[src/rtl/mem_port_arbiter_pkg.sv]
// Shared types and helpers for the I/D memory port arbiter.
package mem_port_arbiter_pkg;

    // Which requester most recently owned the RAM port.
    typedef enum logic {OWN_I, OWN_D} arb_owner_t;

    // ARB_MODE encodings.
    localparam int unsigned ARB_D_PRIO      = 0;
    localparam int unsigned ARB_ROUND_ROBIN = 1;

    // Counter width able to hold 0..limit; never narrower than one bit.
    function automatic int unsigned cnt_width(input int unsigned limit);
        return (limit < 1) ? 1 : $clog2(limit + 1);
    endfunction

endpackage

[src/rtl/arb_starve_counter.sv]
// Saturating count of consecutive cycles the fetch port was denied.
module arb_starve_counter
    import mem_port_arbiter_pkg::*;
#(
    parameter int unsigned LIMIT = 4
) (
    input  logic clk,
    input  logic rst,
    input  logic inc,
    input  logic clr,
    output logic sat
);

    localparam int unsigned CNT_W = cnt_width(LIMIT);

    logic [CNT_W-1:0] cnt_q, cnt_d;

    // LIMIT = 0 leaves the counter at zero, so sat is permanently high.
    assign sat = (cnt_q == CNT_W'(LIMIT));

    // Next count: clear wins over increment; stop at LIMIT.
    always_comb begin
        cnt_d = cnt_q;
        if (clr) begin
            cnt_d = '0;
        end else if (inc && !sat) begin
            cnt_d = cnt_q + 1'b1;
        end
    end

    // Count register.
    always_ff @(posedge clk or posedge rst) begin
        if (rst) begin
            cnt_q <= '0;
        end else begin
            cnt_q <= cnt_d;
        end
    end

endmodule

[src/rtl/mem_port_arbiter.sv]
// Shares one single-port RAM between instruction fetch (I) and load/store (D).
// Grant is combinational; read data is registered for a fixed 1-cycle response.
module mem_port_arbiter
    import mem_port_arbiter_pkg::*;
#(
    parameter int unsigned ARB_MODE     = 0,
    parameter int unsigned STARVE_LIMIT = 4,
    parameter int unsigned ADDR_W       = 32
) (
    input  logic              clk,
    input  logic              rst,
    input  logic              i_req,
    input  logic [ADDR_W-1:0] i_addr,
    output logic              i_gnt,
    output logic              i_rvalid,
    output logic [31:0]       i_rdata,
    input  logic              d_req,
    input  logic              d_we,
    input  logic [3:0]        d_be,
    input  logic [ADDR_W-1:0] d_addr,
    input  logic [31:0]       d_wdata,
    output logic              d_gnt,
    output logic              d_rvalid,
    output logic [31:0]       d_rdata,
    output logic [ADDR_W-1:0] mem_address,
    output logic              mem_we,
    output logic [3:0]        mem_byte_enable,
    output logic [31:0]       mem_write,
    input  logic [31:0]       mem_out
);

    typedef struct packed {
        logic [ADDR_W-1:0] addr;
        logic              we;
        logic [3:0]        be;
        logic [31:0]       wdata;
    } mem_req_t;

    mem_req_t   mem_req;
    arb_owner_t last_owner_q, last_owner_d;
    logic       starve_sat;
    logic       i_rvalid_q, d_rvalid_q;
    logic [31:0] i_rdata_q, d_rdata_q;

    arb_starve_counter #(
        .LIMIT (STARVE_LIMIT)
    ) u_starve_counter (
        .clk (clk),
        .rst (rst),
        .inc (i_req && !i_gnt),
        .clr (i_gnt || !i_req),
        .sat (starve_sat)
    );

    // Pick a winner and steer its request onto the RAM port.
    always_comb begin
        i_gnt        = 1'b0;
        d_gnt        = 1'b0;
        mem_req      = '0;
        last_owner_d = last_owner_q;

        if (!rst) begin
            if (i_req && d_req) begin
                if (ARB_MODE == ARB_ROUND_ROBIN) begin
                    if (last_owner_q == OWN_I) d_gnt = 1'b1;
                    else                       i_gnt = 1'b1;
                end else if (starve_sat) begin
                    i_gnt = 1'b1;
                end else begin
                    d_gnt = 1'b1;
                end
            end else if (i_req) begin
                i_gnt = 1'b1;
            end else if (d_req) begin
                d_gnt = 1'b1;
            end
        end

        if (i_gnt) begin
            mem_req.addr = i_addr;
            last_owner_d = OWN_I;
        end else if (d_gnt) begin
            mem_req.addr = d_addr;
            last_owner_d = OWN_D;
            if (d_we) begin
                mem_req.we    = 1'b1;
                mem_req.be    = d_be;
                mem_req.wdata = d_wdata;
            end
        end
    end

    assign mem_address     = mem_req.addr;
    assign mem_we          = mem_req.we;
    assign mem_byte_enable = mem_req.be;
    assign mem_write       = mem_req.wdata;

    // Capture the winner's response; rdata holds until that port's next response.
    always_ff @(posedge clk or posedge rst) begin
        if (rst) begin
            i_rvalid_q   <= 1'b0;
            d_rvalid_q   <= 1'b0;
            i_rdata_q    <= '0;
            d_rdata_q    <= '0;
            last_owner_q <= OWN_I;
        end else begin
            i_rvalid_q   <= i_gnt;
            d_rvalid_q   <= d_gnt;
            last_owner_q <= last_owner_d;
            if (i_gnt) i_rdata_q <= mem_out;
            if (d_gnt) d_rdata_q <= d_we ? 32'h0 : mem_out;
        end
    end

    assign i_rvalid = i_rvalid_q;
    assign d_rvalid = d_rvalid_q;
    assign i_rdata  = i_rdata_q;
    assign d_rdata  = d_rdata_q;

endmodule
[config.mk]
export PLATFORM = sky130hd
export DESIGN_NAME = mem_port_arbiter
export DESIGN_NICKNAME = d
export VERILOG_FILES = /design/src/rtl/mem_port_arbiter_pkg.sv /design/src/rtl/arb_starve_counter.sv /design/src/rtl/mem_port_arbiter.sv
export SDC_FILE = /design/constraint.sdc
export NUM_CORES = 1
export LEC_CHECK = 0
export BUFFER_PORTS_ARGS = -buffer_cell sky130_fd_sc_hd__buf_4
export CAP_MARGIN = 15
export CORE_MARGIN = 10
export CORE_UTILIZATION = 41
export CTS_BUF_LIST = sky130_fd_sc_hd__clkbuf_4
export DETAILED_ROUTE_END_ITERATION = 10
export PLACE_DENSITY = 0.83
export SLEW_MARGIN = 5
export SYNTH_ARGS = -nofsm -noshare
export SYNTH_HDL_FRONTEND = slang
export SYNTH_SLANG_ARGS = --single-unit
[constraint.sdc]
create_clock -name clk -period 3 [get_ports clk]
set_clock_uncertainty 0.1 [all_clocks]
set_input_delay 0.6 -clock clk [delete_from_list [all_inputs] [get_ports clk]]
set_output_delay 0.6 -clock clk [all_outputs]
set_load 0.05 [all_outputs]
* After elaboration in Yosys (flattened, before gate mapping)
Index checks and enable logic that the tools add are counted.
Word-level totals: input bits 137, register bits 69
Cells by class: mux-type cells 16, reduce and logical (&&, ||, !) cells 8, $add $sub $neg 1, eq/ne operators 1
Operators by type and width (count):
- 2-to-1 mux 37 bit | 2
- 2-to-1 mux 69 bit | 1
- 2-to-1 mux 32 bit | 2
- 2-to-1 mux 1 bit | 9
- 2-to-1 mux 3 bit | 2
- adder 3 x 1 -> 3 bit, second input constant | 1
- equality test 3 bit, second input constant | 1
- logical AND 1 bit | 3
- zero test 1 bit | 3
- nonzero test 2 bit | 1
- logical OR 1 bit | 1

* Logic depth before layout (Yosys ltp)
Gate-level depths: netlist of run 1.
word-level depth 9, gate-level depth with buffers 8, mapped depth without buffers 6

* Modules after synthesis
From an unflattened synthesis of run 1, not the netlist that was laid out.
Unflattened totals: cell total of the unflattened synthesis 282, area total of the unflattened synthesis 3544.6 sq um
Modules (own cells, without submodules):
- mem_port_arbiter | cells an instance 263, instances 1, area each 3348.2 sq um
- arb_starve_counter | cells an instance 19, instances 1, area each 196.4 sq um

* Worst setup path after synthesis of run 1
No wires, ideal clock.
path type input -> output, start point input port rst, end point output port mem_address[22], cell stages on the path 6, arrival time 1.992 ns, setup slack 0.308 ns, cells stage by stage buf_6 > nand2b_1 > a21oi_1 > buf_4 > buf_2 > a22o_1
RTL lines:
- start, declared | RTL line mem_port_arbiter.sv:11 | input logic rst,
- 2-to-1 mux 1 bit | RTL line mem_port_arbiter.sv:62 | if (!rst) begin
- net i_gnt | RTL line mem_port_arbiter.sv:14 | output logic i_gnt,
- 2-to-1 mux 32 bit | RTL line mem_port_arbiter.sv:79 | if (i_gnt) begin
- end, declared | RTL line mem_port_arbiter.sv:25 | output logic [ADDR_W-1:0] mem_address,
The timed path passes the listed nets, and every way through them passes these cells.

* Worst setup path after layout of run 1
start point register u_starve_counter.cnt_q[1], end point output port mem_address[12]
On the way: cells in the longest elaborated chain, start to end 6
Ends and longest elaborated chain:
- start, declared | RTL line arb_starve_counter.sv:16 | logic [CNT_W-1:0] cnt_q, cnt_d;
- start signal, assigned | RTL line arb_starve_counter.sv:36 | cnt_q <= cnt_d;
- equality test 3 bit (*) | RTL line arb_starve_counter.sv:19 | assign sat = (cnt_q == CNT_W'(LIMIT));
- 2-to-1 mux 1 bit | RTL line mem_port_arbiter.sv:67 | end else if (starve_sat) begin
- 2-to-1 mux 1 bit | RTL line mem_port_arbiter.sv:63 | if (i_req && d_req) begin
- 2-to-1 mux 1 bit | RTL line mem_port_arbiter.sv:62
- 2-to-1 mux 69 bit | RTL line mem_port_arbiter.sv:82 | end else if (d_gnt) begin
- 2-to-1 mux 32 bit (*) | RTL line mem_port_arbiter.sv:79
Every way passes the cells marked *; elsewhere a longest branch is shown, timed or not.

==> results.sh, run 1 <==
export IMPL_status="completed"
export IMPL_timing_hold_violations_final=0
export IMPL_design_core_area_um2=8258
export IMPL_worst_path_clk_slew_ns=0.11
export IMPL_post_cts_hold_buffer_count=0
export IMPL_worstReg2RegEnd="i_rdata[5]$_DFFE_PP0P_"
export IMPL_clockBufferDepth=2
export IMPL_power_ir_vdd_worst_mv=0.3280
export IMPL_tritoncts_num_buffers=9
export IMPL_pin_count_of_the_biggest_net_entering_global_routing=70
export IMPL_htreeDepth=3
export IMPL_area_added_between_synthesis_and_finish_pct=67.53
export IMPL_critPathKind="reg2out"
export IMPL_synth_top_cell_area_share=0.4941
export IMPL_die_height_um=112.3
export IMPL_synth_top_area_cells="dfrtp_1 (49%), mux2_2 (10%), o21ai_0 (8.4%)"
export IMPL_mappedNetlistNets=461
export IMPL_postSynthCellCount=322
export IMPL_min_period_over_period=0.9734
export IMPL_clock_sinks=69
export IMPL_stdcell_count=699
export IMPL_antenna_left=0
export IMPL_synth_ff_latch_count=69
export IMPL_relSlewSlack=0.6602
export IMPL_synth_adder_area_share=0.007161
export IMPL_synthMostInstantiatedCell="dfrtp_1"
export IMPL_io_pins=274
export IMPL_power_density_cell_area_nw_per_um2=515.4
export IMPL_first_pass_iters=4
export IMPL_routedWlPerCell_um=23.40
export IMPL_portBuffers=273
export IMPL_synth_sequential_area_ratio=0.4941
export IMPL_clock_tree_root_cell="clkbuf_4"
export IMPL_globalplace_congestion=0.9115
export IMPL_yosys_warnings=0
export IMPL_cts_tree="built"
export IMPL_synth_simple_gate_area_frac=0.1475
export IMPL_timing_final_ws_setup_ns=0.07992
export IMPL_dp_cells=679
export IMPL_total_number_of_placement_rows=33
export IMPL_grt_antenna_before_repair=0
export IMPL_num_nets_final=729
export IMPL_synth_top_area_cell="dfrtp_1"
export IMPL_hold_slack_ns=0.1078
export IMPL_grt_first_pass_wirelength_um=23980
export IMPL_worst_ep_required_time_ns=2.30
export IMPL_timing_reg2reg_setup_slack_ns=1.05
export IMPL_reg_to_reg_critical_path_startpoint="u_starve_counter.cnt_q[1]$_DFFE_PP0P_"
export IMPL_synth_compound_area_frac=0.1797
export IMPL_wirelength_um=16360
export IMPL_synth_xor_area_frac=0
export IMPL_post_synth_cell_area_avg_um2=10.85
export IMPL_timing_hold_worst_class="in2async"
export IMPL_drc=0
export IMPL_largest_family_of_logic_cells_by_synthesized_area="compound AO/OA/AOI/OAI gates"
export IMPL_routed_via_density=5.230
export IMPL_worstPathArrival_ns=2.22
export IMPL_track_usage=0.2412
export IMPL_dr_total_vias=3656
export IMPL_syn_cell_area_um2=3495
export IMPL_final_util=0.7089
export IMPL_start_util=0.4232
export IMPL_hpwl_after_detailed_placement_um=12910
export IMPL_setup_tns_ns=0
export IMPL_die_w_um=112.3
export IMPL_synth_top_cells_by_count="dfrtp_1 (69), o21ai_0 (59), and3_1 (36), nand2b_1 (33)"
export IMPL_r2r_worst_path_cells=6
export IMPL_cp_start_kind="flop"
export IMPL_post_route_cells_drive_above_1_share=0.5791
export IMPL_cap_viol_max_count=0
export IMPL_end_kind="output pin"
export IMPL_clock_latency_at_the_later_pin_of_the_worst_skew_pair_ns=0.39
export IMPL_drv_slew=0
export IMPL_first_global_vias=4000
export IMPL_grt_setup_unrepaired="yes"
export IMPL_grt_ovfl_total=0
export IMPL_detail_route_iter0_violations=247
export IMPL_die_area_um2=12620
export IMPL_async_flop_share=1.000
export IMPL_synth_ff_type="dfrtp_1"
export IMPL_yosys_mux_area_fraction=0.1031
export IMPL_preCtsSetupSlack_ns=0.2955
export IMPL_final_worst_path_period_need_ns=2.920
export IMPL_netlist_cell_type_count=27
export IMPL_finalSetupViolCount=0
export IMPL_lkg_pwr_nw=3.073
export IMPL_synth_enable_flop_cells=0
export IMPL_fmax_ghz=0.3425
export IMPL_worst_pin_slew_ns=0.5096
export IMPL_diodes=0
export IMPL_path_max_fanout=8
layer usage:
metal / up-vias / track usage / share of wire
li1: 1695 / - / -
met3: 18 / 0.1102 / 0.11
met5: - / 0 / 0
met2: 182 / 0.4009 / 0.50
met4: 0 / 0.05245 / 0.014
met1: 1761 / 0.2790 / 0.38
worst max-delay path by stage:
stage                                 end  slack (ns)  cells after the start                                  start
after floorplan           mem_address[22]        0.31                      6                                    rst
after global placement     mem_address[3]        0.33                      7                                  i_req
after detailed placement   mem_address[5]        0.30                      7                                  i_req
after CTS                 mem_address[31]      0.0004                      8  u_starve_counter.cnt_q[0]$_DFFE_PP0P_
after global routing        mem_write[13]       -0.03                      8  u_starve_counter.cnt_q[0]$_DFFE_PP0P_
final                     mem_address[12]        0.08                      8  u_starve_counter.cnt_q[1]$_DFFE_PP0P_
state kept, by name, indices dropped and copies added, names as in the netlist:
signal and flops:
d_rdata 32, d_rvalid 1, i_rdata 32, i_rvalid 1, u_starve_counter.cnt_q 3
timing repair:
item | 4_1_cts | 5_1_grt
endpoints found under the setup margin | 42 | 66
pin swaps | 0 | 5
gates cloned | 1 | 1
resized for setup | 4 | 35
buffers inserted | 3 | 0
per-stage QoR:
stage / power, W / cell area (um2)
CTS: 0.003027 / 5723
global route: 0.003149 / 5854
floorplan: 0.001995 / 3495
finish: 0.003017 / 5854
detailed placement: 0.002526 / 5579
global placement: 0.002495 / 5579
power by group:
part / internal, W / leakage [nW] / total [W] / switching, W
logic: 0.000484 / 2.15 / 0.00139 / 0.000903
clock network: 0.000190 / 0.0646 / 0.000494 / 0.000304
registers: 0.00106 / 0.863 / 0.00114 / 0.0000739
total: 0.00174 / 3.07 / 0.00302 / 0.00128
cell type report:
cell class                 count  area [um2]
multi-input combinational    216        1554
clock inverter                 3       13.76
tap                          105       131.4
inverter                       5       26.28
timing repair inverter         2       12.51
sequential                    69        1727
timing repair buffer         287        2300
fill                         646        2404
clock buffer                  12       90.09
cell usage in the layout (no fill, tap or decap), types with 2 or more instances in the layout:
| cell type | Yosys | routed |
|---|---|---|
| nand2b_1 | 33 | 33 |
| buf_6 | 11 | 32 |
| and3_1 | 36 | 36 |
| inv_2 | 0 | 2 |
| clkbuf_4 | 0 | 12 |
| nand4_1 | 2 | 2 |
| o21ai_1 | 6 | 6 |
| inv_4 | 0 | 2 |
| mux2_2 | 32 | 32 |
| and2_1 | 2 | 2 |
| inv_1 | 4 | 2 |
| buf_4 | 1 | 253 |
| buf_12 | 0 | 2 |
| a22o_1 | 32 | 31 |
| o21ai_0 | 59 | 59 |
| nor3b_1 | 2 | 2 |
| nand2_1 | 2 | 2 |
| dfrtp_1 | 69 | 69 |
| clkinv_2 | 0 | 2 |
cells by family (layout without fill, tap and decap cells):
kind of cell / count (synthesis) / count (layout)
AOI/OAI and AO/OA: 100 / 100
adders and majority gates: 2 / 2
buffers and inverters: 37 / 309
DFF: 69 / 69
muxes: 32 / 32
and+or+nand+nor: 82 / 82
worst max-delay path, cell delays in order (launching register included):
cell     delay, ns
dfrtp_1       0.40
inv_1         0.07
ha_2          0.19
and3_2        0.22
or2_4         0.33
inv_8         0.10
buf_4         0.16
a22o_1        0.19
buf_6         0.17
Note: power is estimated with default switching activity, not from simulation.
==> inputs of run 2 (changes only) <==
==> constraint.sdc (replaced) <==
create_clock -name clk -period 3 [get_ports clk]
set_clock_uncertainty 0.1 [all_clocks]
set_input_delay 0.3 -clock clk [delete_from_list [all_inputs] [get_ports clk]]
set_output_delay 0.3 -clock clk [all_outputs]
set_load 0.05 [all_outputs]
==> run 2 against run 1 <==
  * Combinational power decreased by 3%
  * Cell area decreased by 2.2%
  * Flip-flop and latch count unchanged
  * Die area unchanged
  * Non-clock buffer count decreased by 1
  * Core utilization decreased by 1.5 points
  * Global-route usage decreased by 1.0 points
  * Power increased by 1.8%
==> results.sh, run 2 (synthesized netlist as in run 1, its figures left out) <==
export IMPL_status="completed"
export IMPL_sw_frac_of_total=0.4222
export IMPL_routedWlPerCell_um=22.29
export IMPL_power_density_cell_area_nw_per_um2=536.6
export IMPL_worstPathArrival_ns=2.49
export IMPL_portBuffers=273
export IMPL_layout_cells_most_common_list="buf_4 (278), dfrtp_1 (69), o21ai_0 (59), and3_1 (36), nand2b_1 (33)"
export IMPL_worst_path_clk_slew_ns=0.12
export IMPL_io_pins=274
export IMPL_most_frequent_cell_on_the_critical_path="buf_4"
export IMPL_detail_route_iter0_violations=229
export IMPL_final_worst_path_period_need_ns=2.886
export IMPL_diodes=0
export IMPL_preCtsSetupSlack_ns=0.5713
export IMPL_min_period_over_period=0.9621
export IMPL_start_util=0.4232
export IMPL_pin_count_of_the_biggest_net_entering_global_routing=72
export IMPL_hpwl_after_detailed_placement_um=12440
export IMPL_timing_final_ws_setup_ns=0.1137
export IMPL_grt_antenna_before_repair=0
export IMPL_clock_tree_root_cell="clkbuf_4"
export IMPL_total_number_of_placement_rows=33
export IMPL_post_route_cells_drive_above_1_share=0.5574
export IMPL_clock_sinks=69
export IMPL_area_sequential_um2=1727
export IMPL_timing_hold_violations_final=0
export IMPL_clkPwrFrac=0.191
export IMPL_dr_total_vias=3636
export IMPL_r2r_worst_path_cells=6
export IMPL_worst_ep_required_time_ns=2.60
export IMPL_first_global_vias=3744
export IMPL_setup_tns_ns=0
export IMPL_die_height_um=112.3
export IMPL_timing_reg2reg_setup_slack_ns=1.01
export IMPL_worst_pin_slew_ns=0.6862
export IMPL_path_max_fanout=71
export IMPL_die_w_um=112.3
export IMPL_fmax_ghz=0.3465
export IMPL_tritoncts_num_buffers=9
export IMPL_dpl_instance_area_um2=5517
export IMPL_total_switching_power_w=0.001297
export IMPL_power_ir_vdd_worst_mv=0.4341
export IMPL_share_seq_of_total_power=0.369
export IMPL_die_area_um2=12620
export IMPL_drv_slew=0
export IMPL_cap_viol_max_count=0
export IMPL_whs_path_depth=2
export IMPL_first_pass_iters=4
export IMPL_drc=0
export IMPL_postLayoutCellArea_um2=5727
export IMPL_n_fill_cell=660
export IMPL_globalplace_congestion=0.8976
export IMPL_critPathKind="in2out"
export IMPL_wirelength_um=15540
export IMPL_antenna_left=0
export IMPL_worst_path_max_delay_cell="dlygate4sd3_1"
export IMPL_clockBufferDepth=2
export IMPL_relSlewSlack=0.5418
export IMPL_grt_ovfl_total=0
export IMPL_track_usage=0.2312
export IMPL_area_added_between_synthesis_and_finish_pct=63.87
export IMPL_lkg_pwr_nw=3.012
export IMPL_design_core_area_um2=8258
export IMPL_final_util=0.6935
export IMPL_htreeDepth=3
export IMPL_num_nets_final=726
export IMPL_routed_via_density=5.217
export IMPL_p_int_w=0.001776
export IMPL_power_share_of_the_combinational_group=0.441
export IMPL_kind_of_cell_adding_the_most_delay_to_the_critical_path="buffers and inverters"
export IMPL_finalSetupViolCount=0
export IMPL_cp_slowest_stage_delay_ns=0.53
export IMPL_cp_start_kind="input port"
export IMPL_timing_hold_worst_class="in2reg"
export IMPL_multi_input_area_um2=1540
export IMPL_critical_path_n_buffers_inverters=4
export IMPL_clock_latency_at_the_later_pin_of_the_worst_skew_pair_ns=0.39
export IMPL_final_common_cell="buf_4"
export IMPL_grt_first_pass_wirelength_um=22980
export IMPL_end_kind="output pin"
export IMPL_cts_tree="built"
export IMPL_grt_setup_unrepaired="no"
export IMPL_timing_critical_path_depth=7
export IMPL_crit_chain="dlygate4sd3_1, buf_4, nand2b_4, or2_1, inv_8, a22o_1, buf_4"
[run 2: cell types whose count changed in the layout (fill, tap and decap cells not counted), sizes merged]
| cell | previous run | this run |
|---|---|---|
| buf | 287 | 279 |
| bufinv | 0 | 1 |
| clkbuf | 12 | 9 |
| clkinv | 3 | 4 |
| clkinvlp | 0 | 2 |
| dlygate4sd3 | 0 | 7 |
| inv | 7 | 5 |
[run 2: metrics by stage]
stage | total power [W] | cells | hold WS [ns]
after floorplan | 0.001995 | 322 | 0.3403
after CTS | 0.003100 | 695 | 0.00003186
after global routing | 0.003212 | 697 | 0.002539
final | 0.003073 | 697 | 0.03123
after detailed placement | 0.002509 | 674 | 0.3940
after global placement | 0.002483 | 674 | 0.3738
[run 2: metal layers]
layer | vias up | part of all wire | GRT usage
li1 | 1683 | - | -
met1 | 1774 | 0.39 | 0.2745
met2 | 167 | 0.50 | 0.3750
met3 | 12 | 0.10 | 0.1076
met4 | 0 | 0.011 | 0.04992
met5 | - | 0 | 0
[run 2: worst register-to-register path, delay by kind of cell (launching register included)]
family | cells | cell delay, ns
multiplexers | 1 | 0.41
AND/OR/NAND/NOR | 1 | 0.15
AO/OA/AOI/OAI | 1 | 0.19
flip-flops | 1 | 0.42
adder cells (fa/ha/maj) | 1 | 0.20
buffers and inverters | 2 | 0.42
[run 2: path summary, 6_finish.rpt]
path,start,endpoint
worst min-delay path,mem_out[16],i_rdata[16]$_DFFE_PP0P_
worst max register to register,u_starve_counter.cnt_q[0]$_DFFE_PP0P_,i_rdata[1]$_DFFE_PP0P_
max in group asynchronous,rst,d_rdata[2]$_DFFE_PP0P_
worst min register to register,i_rdata[24]$_DFFE_PP0P_,i_rdata[24]$_DFFE_PP0P_
worst max-delay path,rst,mem_address[3]
min in group asynchronous,rst,d_rdata[21]$_DFFE_PP0P_
[run 2: area by class of cell]
class / count / share of cell area
Tap cell: 105 / 0.02294
Timing Repair Buffer: 286 / 0.3786
Clock inverter: 7 / 0.01158
Sequential cell: 69 / 0.3015
Multi-Input combinational cell: 216 / 0.2690
Inverter: 5 / 0.004588
Clock buffer: 9 / 0.01180
[run 2: power by group through the flow]
stage	combinational (W)	sequential, W	clock [W]
2_1_floorplan	0.000385	0.00161	0
3_3_place_gp	0.00134	0.00114	0
3_5_place_dp	0.00136	0.00115	0
4_1_cts	0.00136	0.00113	0.000603
5_1_grt	0.00142	0.00115	0.000645
6_report	0.00135	0.00113	0.000585
[run 2: repair_timing]
action | CTS | global route
endpoints found under the setup margin | 0 | 5
endpoints found under the hold margin | 35 | 2
gates resized for setup | 0 | 4
hold buffers | 5 | 2
setup buffers | 0 | 0
==> inputs of run 3 (changes only) <==
--- a/config.mk
+++ b/config.mk
@@ -12,6 +12,7 @@
 export CTS_BUF_LIST = sky130_fd_sc_hd__clkbuf_4
 export DETAILED_ROUTE_END_ITERATION = 10
 export PLACE_DENSITY = 0.83
+export REMOVE_ABC_BUFFERS = 1
 export SLEW_MARGIN = 5
 export SYNTH_ARGS = -nofsm -noshare
 export SYNTH_HDL_FRONTEND = slang
==> run 3 against run 2 <==
  * Power increased by 0.77%
  * Largest cell class unchanged
  * Count of clock-buffer cells in the layout unchanged
  * Worst setup slack improved by 0.053 ns
  * Critical endpoint is now mem_address[19]
  * Critical path depth stayed put
==> results.sh, run 3 (synthesized netlist as in run 1, its figures left out) <==
export IMPL_clock_tree_root_cell="clkbuf_4"
export IMPL_num_nets_final=735
export IMPL_wirelength_um=16000
export IMPL_preCtsSetupSlack_ns=0.5894
export IMPL_power_ir_vdd_worst_mv=0.3738
export IMPL_min_period_over_period=0.9444
export IMPL_io_pins=274
export IMPL_worst_path_clk_slew_ns=0.13
export IMPL_globalplace_congestion=0.8998
export IMPL_tritoncts_num_buffers=9
export IMPL_pin_count_of_the_biggest_net_entering_global_routing=72
export IMPL_clock_sinks=69
export IMPL_p_int_w=0.001786
export IMPL_critPathKind="in2out"
export IMPL_post_cts_buffers=0
export IMPL_cp_start_kind="input port"
export IMPL_die_height_um=112.3
export IMPL_portBuffers=273
export IMPL_worst_path_max_delay_cell="dlygate4sd3_1"
export IMPL_drc=0
export IMPL_worstPathArrival_ns=2.43
export IMPL_dr_total_vias=3635
export IMPL_dp_cells=673
export IMPL_timing_hold_violations_final=0
export IMPL_antenna_left=0
export IMPL_hpwl_after_detailed_placement_um=12520
export IMPL_stdcell_count=706
export IMPL_setup_tns_ns=0
export IMPL_first_global_vias=3861
export IMPL_layout_cells_most_common_list="buf_4 (277), dfrtp_1 (69), o21ai_0 (59), and3_1 (36), nand2b_1 (33)"
export IMPL_detail_route_iter0_violations=234
export IMPL_clock_latency_at_the_later_pin_of_the_worst_skew_pair_ns=0.42
export IMPL_routed_via_density=5.149
export IMPL_first_pass_iters=4
export IMPL_most_frequent_cell_on_the_critical_path="buf_4"
export IMPL_clockBufferDepth=2
export IMPL_final_worst_path_period_need_ns=2.833
export IMPL_design_core_area_um2=8258
export IMPL_worst_pin_slew_ns=0.6796
export IMPL_grt_antenna_before_repair=0
export IMPL_diodes=0
export IMPL_crit_chain="dlygate4sd3_1, buf_4, nand2b_4, or2_1, clkinv_8, a22o_1, buf_4"
export IMPL_share_seq_of_total_power=0.367
export IMPL_path_max_fanout=71
export IMPL_cts_tree="built"
export IMPL_lkg_pwr_nw=3.062
export IMPL_total_number_of_placement_rows=33
export IMPL_track_usage=0.2392
export IMPL_area_added_between_synthesis_and_finish_pct=66.92
export IMPL_htreeDepth=3
export IMPL_cap_viol_max_count=0
export IMPL_worst_ep_required_time_ns=2.60
export IMPL_power_density_cell_area_nw_per_um2=530.9
export IMPL_grt_setup_unrepaired="no"
export IMPL_fmax_ghz=0.3530
export IMPL_grt_first_pass_wirelength_um=23760
export IMPL_routedWlPerCell_um=22.66
export IMPL_timing_hold_worst_class="in2reg"
export IMPL_end_kind="output pin"
export IMPL_die_area_um2=12620
export IMPL_clkPwrFrac=0.190
export IMPL_final_common_cell="buf_4"
export IMPL_power_share_of_the_combinational_group=0.443
export IMPL_post_route_cells_drive_above_1_share=0.5507
export IMPL_timing_final_ws_setup_ns=0.1668
export IMPL_p_total_w=0.003097
export IMPL_total_switching_power_w=0.001311
export IMPL_drv_slew=0
export IMPL_status="completed"
export IMPL_start_util=0.4232
export IMPL_grt_ovfl_total=0
export IMPL_relSlewSlack=0.5463
export IMPL_die_w_um=112.3
export IMPL_finalSetupViolCount=0
export IMPL_timing_reg2reg_setup_slack_ns=0.90
export IMPL_cp_slowest_stage_delay_ns=0.54
export IMPL_sw_frac_of_total=0.4232
run 3: changes by cell type in the layout (fill, tap and decap cells not counted):
cell / change
clkinvlp_4: -1
buf_4: -1
clkinv_1: -2
buf_12: +1
buf_6: -1
dlygate4sd3_1: +10
clkinv_8: +1
clkinv_2: +3
inv_8: -1
run 3: path summary, 6_finish.rpt:
check                                                 startpoint                       to  cells past startpoint
max                                                          rst          mem_address[19]                      7
min                                                  mem_out[14]  i_rdata[14]$_DFFE_PP0P_                      2
max reg2reg                u_starve_counter.cnt_q[0]$_DFFE_PP0P_  i_rdata[28]$_DFFE_PP0P_                      6
min reg2reg                               i_rdata[3]$_DFFE_PP0P_   i_rdata[3]$_DFFE_PP0P_                      1
max in group asynchronous                                    rst  d_rdata[26]$_DFFE_PP0P_                      4
min in group asynchronous                                    rst   d_rdata[9]$_DFFE_PP0P_                      3
run 3: critical path: cells and delay by family:
kind,cells,cell delay [ns]
buffers and inverters,4,1.14
and+or+nand+nor,2,0.65
AOI/OAI and AO/OA,1,0.32
run 3: layer usage:
layer / up-vias / track usage / part of all wire
met1: 1756 / 0.2623 / 0.36
met4: 0 / 0.03384 / 0.0068
met2: 166 / 0.4141 / 0.52
li1: 1705 / - / -
met5: - / 0 / 0
met3: 8 / 0.1219 / 0.11
run 3: metrics by stage:
| step | util | hold slack [ns] | cell area [um2] |
|---|---|---|---|
| after CTS | 0.6994 | 0.0002316 | 5776 |
| after detailed placement | 0.6686 | 0.3836 | 5522 |
| after global routing | 0.7064 | 0.0001075 | 5833 |
| after global placement | 0.6686 | 0.3752 | 5522 |
| after floorplan | - | 0.3398 | 3279 |
| final | 0.7064 | 0.01808 | 5833 |
run 3: repair_timing:
action / in CTS / in global routing
setup endpoints to repair: 0 / 42
hold endpoints to repair: 41 / 5
hold buffers: 12 / 5
resized for setup: 0 / 4
run 3: final cells by class:
class,instances,area [um2]
fill,636,2425
timing repair buffer,295,2270
sequential,69,1727
multi-input combinational,216,1540
tap,105,131.4
clock buffer,9,67.56
clock inverter,7,66.31
inverter,5,31.28
run 3: power groups by stage:
stage / Clock, W / Sequential [W] / Combinational, W
after detailed placement: 0 / 0.00115 / 0.00136
after floorplan: 0 / 0.00161 / 0.000360
final: 0.000588 / 0.00114 / 0.00137
after global routing: 0.000642 / 0.00115 / 0.00144
after CTS: 0.000605 / 0.00114 / 0.00137
after global placement: 0 / 0.00114 / 0.00134
